==> src/rtl/store_buffer_coalescing_pkg.sv <==
// rtl/store_buffer_coalescing_pkg.sv - shared defaults and width helpers for the store buffer
package store_buffer_coalescing_pkg;

    localparam int SB_ADDR_WIDTH = 32;
    localparam int SB_DATA_WIDTH = 32;
    localparam int SB_NLINES     = 4;
    localparam int SB_COALESCE   = 1;

    function automatic int be_width(input int data_width);
        return data_width / 8;
    endfunction

    function automatic int ofs_width(input int data_width);
        return $clog2(data_width / 8);
    endfunction

endpackage

==> src/rtl/sb_fwd_select.sv <==
// rtl/sb_fwd_select.sv - picks the youngest matching entry by walking age order from the head
module sb_fwd_select
    import store_buffer_coalescing_pkg::*;
#(
    parameter int NLINES = SB_NLINES,
    localparam int PW = $clog2(NLINES)
) (
    input  logic [NLINES-1:0] match,
    input  logic [PW-1:0]     head_idx,
    output logic [NLINES-1:0] onehot,
    output logic [PW-1:0]     sel,
    output logic              any
);

    logic [PW-1:0] idx;

    // Later ages overwrite earlier ones, so the last match seen is the one nearest the tail.
    always_comb begin
        onehot = '0;
        sel    = '0;
        any    = 1'b0;
        idx    = '0;
        for (int age = 0; age < NLINES; age++) begin
            idx = head_idx + PW'(age);
            if (match[idx]) begin
                sel = idx;
                any = 1'b1;
            end
        end
        if (any) begin
            onehot[sel] = 1'b1;
        end
    end

endmodule

==> src/rtl/store_buffer_coalescing.sv <==
// rtl/store_buffer_coalescing.sv - coalescing store buffer with load forwarding and cache drain
module store_buffer_coalescing
    import store_buffer_coalescing_pkg::*;
#(
    parameter int ADDR_WIDTH = SB_ADDR_WIDTH,
    parameter int DATA_WIDTH = SB_DATA_WIDTH,
    parameter int NLINES     = SB_NLINES,
    parameter int COALESCE   = SB_COALESCE,
    localparam int BE_W = be_width(DATA_WIDTH),
    localparam int PW   = $clog2(NLINES)
) (
    input  logic                  clk,
    input  logic                  reset,
    input  logic                  st_valid,
    input  logic [ADDR_WIDTH-1:0] st_addr,
    input  logic [DATA_WIDTH-1:0] st_data,
    input  logic [BE_W-1:0]       st_be,
    output logic                  st_ready,
    input  logic                  ld_valid,
    input  logic [ADDR_WIDTH-1:0] ld_addr,
    input  logic [BE_W-1:0]       ld_be,
    output logic [DATA_WIDTH-1:0] ld_data,
    output logic                  ld_hit,
    output logic                  ld_partial,
    output logic                  drain_valid,
    output logic [ADDR_WIDTH-1:0] drain_addr,
    output logic [DATA_WIDTH-1:0] drain_data,
    output logic [BE_W-1:0]       drain_be,
    input  logic                  drain_ready,
    output logic [PW:0]           count,
    output logic                  full,
    output logic                  empty
);

    logic [ADDR_WIDTH-1:0] e_addr [NLINES];
    logic [DATA_WIDTH-1:0] e_data [NLINES];
    logic [BE_W-1:0]       e_be   [NLINES];
    logic [NLINES-1:0]     e_valid;
    logic [PW:0]           head;
    logic [PW:0]           tail;
    logic [PW-1:0]         head_idx;
    logic [PW-1:0]         tail_idx;
    logic [PW-1:0]         last_idx;
    logic                  coalesce_hit;
    logic                  st_fire;
    logic                  do_alloc;
    logic                  do_merge;
    logic                  do_pop;
    logic [DATA_WIDTH-1:0] st_mask;
    logic [NLINES-1:0]     ld_match;
    logic [NLINES-1:0]     ld_onehot;
    logic [PW-1:0]         ld_sel;
    logic                  ld_any;
    logic [DATA_WIDTH-1:0] fwd_word;

    function automatic logic [ADDR_WIDTH-1:0] word_of(input logic [ADDR_WIDTH-1:0] a);
        return a & ~ADDR_WIDTH'(BE_W - 1);
    endfunction

    function automatic logic [DATA_WIDTH-1:0] lane_mask(input logic [BE_W-1:0] be);
        logic [DATA_WIDTH-1:0] m;
        m = '0;
        for (int i = 0; i < BE_W; i++) begin
            m[i*8 +: 8] = {8{be[i]}};
        end
        return m;
    endfunction

    assign head_idx = head[PW-1:0];
    assign tail_idx = tail[PW-1:0];
    assign last_idx = tail_idx - PW'(1);
    assign count    = tail - head;
    assign empty    = (head == tail);
    assign full     = (head_idx == tail_idx) && (head[PW] != tail[PW]);

    // Requiring two entries keeps merges off the head, so st_ready never depends on drain_ready.
    assign coalesce_hit = (COALESCE != 0) && (count >= (PW+1)'(2)) && e_valid[last_idx]
                          && (e_addr[last_idx] == word_of(st_addr));
    assign st_ready = !full || coalesce_hit;
    assign st_fire  = st_valid && st_ready && (st_be != '0);
    assign do_merge = st_fire && coalesce_hit;
    assign do_alloc = st_fire && !coalesce_hit;
    assign do_pop   = drain_valid && drain_ready;
    assign st_mask  = lane_mask(st_be);

    // Entry data is stored with disabled lanes zeroed, so forwarding and drain need no masking.
    always_ff @(posedge clk or posedge reset) begin
        if (reset) begin
            head    <= '0;
            tail    <= '0;
            e_valid <= '0;
            for (int i = 0; i < NLINES; i++) begin
                e_addr[i] <= '0;
                e_data[i] <= '0;
                e_be[i]   <= '0;
            end
        end else begin
            if (do_alloc) begin
                e_addr[tail_idx]  <= word_of(st_addr);
                e_data[tail_idx]  <= st_data & st_mask;
                e_be[tail_idx]    <= st_be;
                e_valid[tail_idx] <= 1'b1;
                tail              <= tail + (PW+1)'(1);
            end
            if (do_merge) begin
                e_data[last_idx] <= (e_data[last_idx] & ~st_mask) | (st_data & st_mask);
                e_be[last_idx]   <= e_be[last_idx] | st_be;
            end
            if (do_pop) begin
                e_valid[head_idx] <= 1'b0;
                head              <= head + (PW+1)'(1);
            end
        end
    end

    assign drain_valid = !empty;
    assign drain_addr  = empty ? '0 : e_addr[head_idx];
    assign drain_data  = empty ? '0 : e_data[head_idx];
    assign drain_be    = empty ? '0 : e_be[head_idx];

    always_comb begin
        ld_match = '0;
        for (int i = 0; i < NLINES; i++) begin
            ld_match[i] = ld_valid && e_valid[i] && (e_addr[i] == word_of(ld_addr));
        end
    end

    sb_fwd_select #(
        .NLINES (NLINES)
    ) u_fwd_select (
        .match    (ld_match),
        .head_idx (head_idx),
        .onehot   (ld_onehot),
        .sel      (ld_sel),
        .any      (ld_any)
    );

    always_comb begin
        fwd_word = '0;
        for (int i = 0; i < NLINES; i++) begin
            if (ld_onehot[i]) begin
                fwd_word = fwd_word | e_data[i];
            end
        end
    end

    assign ld_hit     = ld_any && ((e_be[ld_sel] & ld_be) == ld_be);
    assign ld_partial = ld_any && !ld_hit;
    assign ld_data    = ld_hit ? fwd_word : '0;

endmodule

==> config.mk <==
export PLATFORM = sky130hd
export DESIGN_NAME = store_buffer_coalescing
export DESIGN_NICKNAME = d
export VERILOG_FILES = /design/src/rtl/store_buffer_coalescing_pkg.sv /design/src/rtl/sb_fwd_select.sv /design/src/rtl/store_buffer_coalescing.sv
export SDC_FILE = /design/constraint.sdc
export NUM_CORES = 1
export LEC_CHECK = 0
export CORE_MARGIN = 1
export CORE_UTILIZATION = 40
export DETAILED_ROUTE_END_ITERATION = 8
export HOLD_SLACK_MARGIN = 0.03
export MAX_ROUTING_LAYER = met4
export PLACE_DENSITY = 0.61
export SETUP_SLACK_MARGIN = 0.05
export SYNTH_ARGS = -nofsm -noshare
export SYNTH_HDL_FRONTEND = slang
export SYNTH_SLANG_ARGS = --single-unit
==> constraint.sdc <==
create_clock -name clk -period 15.6 [get_ports clk]
set_input_delay 2.34 -clock clk [delete_from_list [all_inputs] [get_ports clk]]
set_output_delay 2.34 -clock clk [all_outputs]
set_load 0.02 [all_outputs]
## Word level (Yosys, flattened, before mapping)

Cells that the tools add are included.

- Register bits: 282
- Input port bits: 109
- Output and inout bits: 109
- Logic and storage cells: 166

- $add $sub $neg: 7
- $lt $le $gt $ge: 17
- Eq/ne operators: 9
- Mux-type cells: 73
- Bitwise operators: 16
- Reductions and logical operators: 29

Operator list:

| kind | number |
|---|---|
| $mux 32 | 17 |
| $bwmux 128 | 3 |
| $bmux 32 s2 | 4 |
| $mux 128 | 2 |
| $eq 32x32->1 | 5 |
| $demux 32 s2 | 2 |
| $or 32x32->32 | 4 |
| $and 32x32->32 | 2 |
| $mux 4 | 12 |
| $bwmux 16 | 2 |
| $mux 16 | 2 |
| $not 32->32 | 1 |
| $bmux 4 s2 | 3 |
| $logic_and 1x1->1 | 23 |
| $lt 2x3->1 const B | 7 |
| $demux 4 s2 | 2 |
| $ge 3x3->1 const B | 4 |
| $mux 1 | 12 |
| $not 2->3 | 4 |
| $bmux 1 s2 | 5 |
| $and 4x4->4 | 2 |
| $mux 2 | 4 |
| $or 4x4->4 | 2 |
| $add 3x1->3 const B | 2 |
| other kinds (16) | 25 |

## Logic depth before layout (Yosys ltp)

- Word-level depth: 21
- Mapped depth: 21
- Mapped depth without buffers: 13

## By module

From an unflattened synthesis, not the netlist that was laid out.

- Cell total of the unflattened synthesis: 1635
- Area total of the unflattened synthesis: 18116.1 um^2

By module, submodules not included:

| module | instances | cells each | area each (um^2) | seq. area each (um^2) |
|---|---|---|---|---|
| store_buffer_coalescing | 1 | 1602 | 17937.2 | 6856.6 |
| sb_fwd_select | 1 | 33 | 178.9 | 0.0 |

## Least setup slack after synthesis

No wires, ideal clock.

- Kind: input to output
- Start: input ld_addr[26]
- End: output ld_data[0]
- Data arrival time: 5.296 ns
- Data required time: 13.260 ns
- Slack: 7.964 ns
- Cell stages on the path: 12
- Path buffers: 2
- Cells stage by stage: xor2_1 > or4_1 > nor2_1 > and4_1 > o21ai_1 > a31o_2 > nor2_2 > mux2_4 > or4_4 > buf_6 > buf_6 > a21oi_2

- Cells in the longest elaborated chain, start to end: 21
- Elaborated cells on any way between the ends: 45
- Classes of those cells: 2 x order compare; 5 x eq/ne; 27 x mux; 5 x bitwise; 6 x reduce/logical

RTL lines:

| what | line | RTL |
|---|---|---|
| start: declaration | store_buffer_coalescing.sv:20 | `input logic [ADDR_WIDTH-1:0] ld_addr,` |
| $eq 32x32->1 | store_buffer_coalescing.sv:124 | `ld_match[i] = ld_valid && e_valid[i] && (e_addr[i] == word_of(ld_addr));` |
| $logic_and 1x1->1 | store_buffer_coalescing.sv:124 |  |
| $bmux 1 s2 | sb_fwd_select.sv:25 | `if (match[idx]) begin` |
| $mux 1 (not written as such) | sb_fwd_select.sv:25 |  |
| $mux 2 (4 in series) | sb_fwd_select.sv:25 |  |
| $lt 2x3->1 (not written as such) / $ge 2x1->1 (equally long branches) | sb_fwd_select.sv:31 | `onehot[sel] = 1'b1;` |
| $logic_and 1x1->1 (not written as such) | sb_fwd_select.sv:31 |  |
| $mux 1 (not written as such) | sb_fwd_select.sv:31 |  |
| [2 not listed] | n/a |  |
| $mux 32 | store_buffer_coalescing.sv:141 | `if (ld_onehot[i]) begin` |
| $or 32x32->32 | store_buffer_coalescing.sv:142 | `fwd_word = fwd_word \| e_data[i];` |
| $mux 32 | store_buffer_coalescing.sv:141 |  |
| $or 32x32->32 | store_buffer_coalescing.sv:142 |  |
| $mux 32 | store_buffer_coalescing.sv:141 |  |
| $or 32x32->32 | store_buffer_coalescing.sv:142 |  |
| $mux 32 | store_buffer_coalescing.sv:141 |  |
| $mux 32 * | store_buffer_coalescing.sv:149 | `assign ld_data = ld_hit ? fwd_word : '0;` |
| end: declaration | store_buffer_coalescing.sv:22 | `output logic [DATA_WIDTH-1:0] ld_data,` |

Every way passes the cells marked *; elsewhere a longest branch is shown, timed or not. The select of a mux whose other input is x is not followed.

## Final worst setup path

- Start: input ld_addr[22]
- End: output ld_data[18]

Same word-level chain as after synthesis.

==> run summary <==
Max clock buf depth - 3
Count of TritonRoute iterations in the first routing pass - 6
First-pass GRT wire length - 108000 um
Area growth from synthesis to layout - 18.6%
Flop and latch count out of synthesis - 274
Crit path required time - 13260 ps
Initial antenna violation count - 6
Port-buffer cells - 211
Run status - finished clean
Number of endpoints with negative hold slack in the final report - 0
Total congestion overflow after global routing - 0
Aggregate global-route resource usage - 0.297
Number of ports placed on the die boundary - 218
Synth Flop Type - sky130_fd_sc_hd__dfrtp_1
Distinct cell type count after synthesis - 50
Max-Slew Margin vs Limit - 0.206
Max rail drop VDD - 194 uV
Slew at the pin with the worst max-slew slack - 1190 ps
Post-CTS setup buffer count - 0
Clock root buffer master - sky130_fd_sc_hd__clkbuf_16
Type of element capturing the critical path - output pin
Share of synthesized area occupied by flip-flops and latches - 0.353
Clock transition at the registers of the reported paths - 60 ps
RSZ-0062 raised after global routing - no
Clock period minus worst slack - 9880 ps
Vias - 17000
Height of the die - 222 um
# resized after CTS - 0
Standard-cell row count - 80
Ratio of cells with drive above 1 in the final layout - 0.144
Highest achievable clock rate - 101 MHz
Worst slack after detailed placement - 5760 ps
Maximum number of pins on one net before global-route repair - 128
Synthesized instance count - 1954
Period utilization - 0.633
Sum of negative setup slack - 0 ps
Worst min-delay path category - register to register
Sum of routed wire length over all layers - 71000 um
Final setup vio count - 0
Starting Density - 0.406
Final GP Congestion - 0.979
Share of synthesized registers carrying an async set or reset - 1.00
Wire per inst - 26.3 um
Die Wd - 222 um
Max Slew Vio Count - 0
Power density over the cells - 226 mW/mm2
Post-route antenna net violation count - 0
Type of element launching the critical path - input pin
Data arrival time of the critical path - 7540 ps
Synth area leader - sky130_fd_sc_hd__dfrtp_1
Largest fanout on the critical path - 35
Total chip power - 5210 uW
Number of maximum-capacitance constraint violations - 0
Iteration-0 DRC Markers - 1778
FILL cells - 4323
Vias/cell - 6.27
Static leakage power - 0.00970 uW
Vias in the first global route - 17000
Post-layout worst setup margin - 5720 ps
Worst Setup Path Type - input pin to output pin
Total half-perimeter wirelength after legalization and detailed placement - 44100 um
Top post-synthesis cells by area - sky130_fd_sc_hd__dfrtp_1, sky130_fd_sc_hd__mux4_2, sky130_fd_sc_hd__nand2_1
Share of the synthesized area in the top cell type - 0.353
Clock insertion delay at the later pin of the skew report - 570 ps
Post-synthesis area per instance - 9.93 um2
Fin util - 0.482
Final #Nets - 2188
DRC violation count after routing - 0
TritonCTS clock tree - done
Die area - 0.0494 mm2
Worst Clk Skew - 36.1 ps
H-Tree Depth - 2
Number of synthesized flops with an enable pin - 0
TritonCTS Buffers - 34
Number of sinks driven by the clock tree - 274
Cell area after synthesis - 0.0194 mm2
Final hold slack - 499 ps
Hold buffer count at cts - 0
Area inside the core boundary - 0.0477 mm2
Yosys warns - 0
-- stage by stage --
stage	cell area [um2]	instances
after global placement	21900	2646
final	23000	2705
after global routing	23000	2705
after detailed placement	21900	2646
after floorplan	19400	1955
after CTS	23000	2699
-- registers in the layout (all words and copies together) (netlist names) --
name,cells
e_be,16
e_valid,4
tail,3
head,3
e_data,128
e_addr,120
-- final timing paths --
path,startpoint,end,slack [ps],cells after the start
hold reg to reg,tail[2]$_DFFE_PP0P_,tail[2]$_DFFE_PP0P_,500,1
setup reg to reg,tail[0]$_DFFE_PP0P_,e_data[35]$_DFF_PP0_,8300,14
hold / removal,tail[2]$_DFFE_PP0P_,tail[2]$_DFFE_PP0P_,500,1
setup / recovery,ld_addr[22],ld_data[18],5720,13
min in group asynchronous,reset,e_addr[72]$_DFFE_PP0P_,2340,2
max in group asynchronous,reset,tail[0]$_DFFE_PP0P_,11450,3
-- power by group --
group | switching (uW) | internal (uW)
sequential | 437 | 1030
clock | 332 | 460
combinational | 1580 | 1370
-- cells in the mapped netlist, types with 2 or more instances --
cell / number
sky130_fd_sc_hd__a211oi_1: 130
sky130_fd_sc_hd__a21oi_1: 138
sky130_fd_sc_hd__a21oi_2: 30
sky130_fd_sc_hd__and2_1: 2
sky130_fd_sc_hd__and3_1: 130
sky130_fd_sc_hd__and4_1: 2
sky130_fd_sc_hd__buf_1: 33
sky130_fd_sc_hd__buf_2: 31
sky130_fd_sc_hd__buf_4: 2
sky130_fd_sc_hd__buf_6: 4
sky130_fd_sc_hd__clkbuf_1: 94
sky130_fd_sc_hd__dfrtp_1: 274
sky130_fd_sc_hd__ha_1: 11
sky130_fd_sc_hd__inv_1: 15
sky130_fd_sc_hd__mux2_2: 32
sky130_fd_sc_hd__mux2i_1: 129
sky130_fd_sc_hd__mux4_2: 133
sky130_fd_sc_hd__nand2_1: 381
sky130_fd_sc_hd__nand3_1: 3
sky130_fd_sc_hd__nand4_1: 20
sky130_fd_sc_hd__nor2_1: 22
sky130_fd_sc_hd__nor2b_1: 100
sky130_fd_sc_hd__nor3_1: 8
sky130_fd_sc_hd__nor4_1: 35
sky130_fd_sc_hd__o21a_1: 4
sky130_fd_sc_hd__o21ai_0: 5
sky130_fd_sc_hd__o22ai_1: 7
sky130_fd_sc_hd__o41ai_1: 2
sky130_fd_sc_hd__or4_1: 2
sky130_fd_sc_hd__xnor2_1: 58
sky130_fd_sc_hd__xor2_1: 98
-- layout by cell type, fill, tap and decap left out, types with 58 or more instances in the layout --
master / synthesis / layout
sky130_fd_sc_hd__nand2_1: 381 / 376
sky130_fd_sc_hd__dfrtp_1: 274 / 271
sky130_fd_sc_hd__clkdlybuf4s50_1: 0 / 211
sky130_fd_sc_hd__a21oi_1: 138 / 137
sky130_fd_sc_hd__mux4_2: 133 / 133
sky130_fd_sc_hd__a211oi_1: 130 / 130
sky130_fd_sc_hd__mux2i_1: 129 / 129
sky130_fd_sc_hd__and3_1: 130 / 128
sky130_fd_sc_hd__nor2b_1: 100 / 100
sky130_fd_sc_hd__xor2_1: 98 / 98
sky130_fd_sc_hd__xnor2_1: 58 / 58
-- cell type report --
cell class / instances / area [um2] / share of cell area
clock inverter: 5 / 73.8 / 0.00321
antenna: 6 / 15.0 / 0.000652
inverter: 16 / 67.6 / 0.00294
multi-input combinational: 1501 / 11900 / 0.517
clock buffer: 48 / 995 / 0.0432
tap: 615 / 769 / 0.0334
timing repair buffer: 240 / 2330 / 0.101
sequential: 274 / 6870 / 0.298
-- worst max-delay path: stages --
cell and delay (ps):
sky130_fd_sc_hd__clkdlybuf4s50_1 610, sky130_fd_sc_hd__xor2_1 150, sky130_fd_sc_hd__nor4_1 540, sky130_fd_sc_hd__nand4_1 250, sky130_fd_sc_hd__nor2_1 440, sky130_fd_sc_hd__o41ai_4 150, sky130_fd_sc_hd__a2bb2oi_4 220, sky130_fd_sc_hd__nor2_4 100
sky130_fd_sc_hd__buf_4 550, sky130_fd_sc_hd__mux2_4 360, sky130_fd_sc_hd__or4_4 800, sky130_fd_sc_hd__a21oi_1 260, sky130_fd_sc_hd__clkdlybuf4s50_1 670
-- routing by layer --
metal | track usage | wire (um) | vias up
met5 | - | 0 | -
met2 | 0.425 | 31600 | 1010
met1 | 0.407 | 30100 | 8493
met4 | 0.113 | 2280 | 0
li1 | - | - | 7306
met3 | 0.0686 | 7070 | 161
-- logic make-up after synthesis --
kind of cell	Yosys count	share of synthesized area
XOR/XNOR	156	0.0704
other	1	0.000193
AO/OA/AOI/OAI	325	0.111
buffers and inverters	180	0.0388
multiplexers	295	0.240
AND/OR/NAND/NOR	711	0.178
flip-flops	274	0.353
adder cells (fa/ha/maj)	12	0.00812
(Power assumes the default switching activity.)
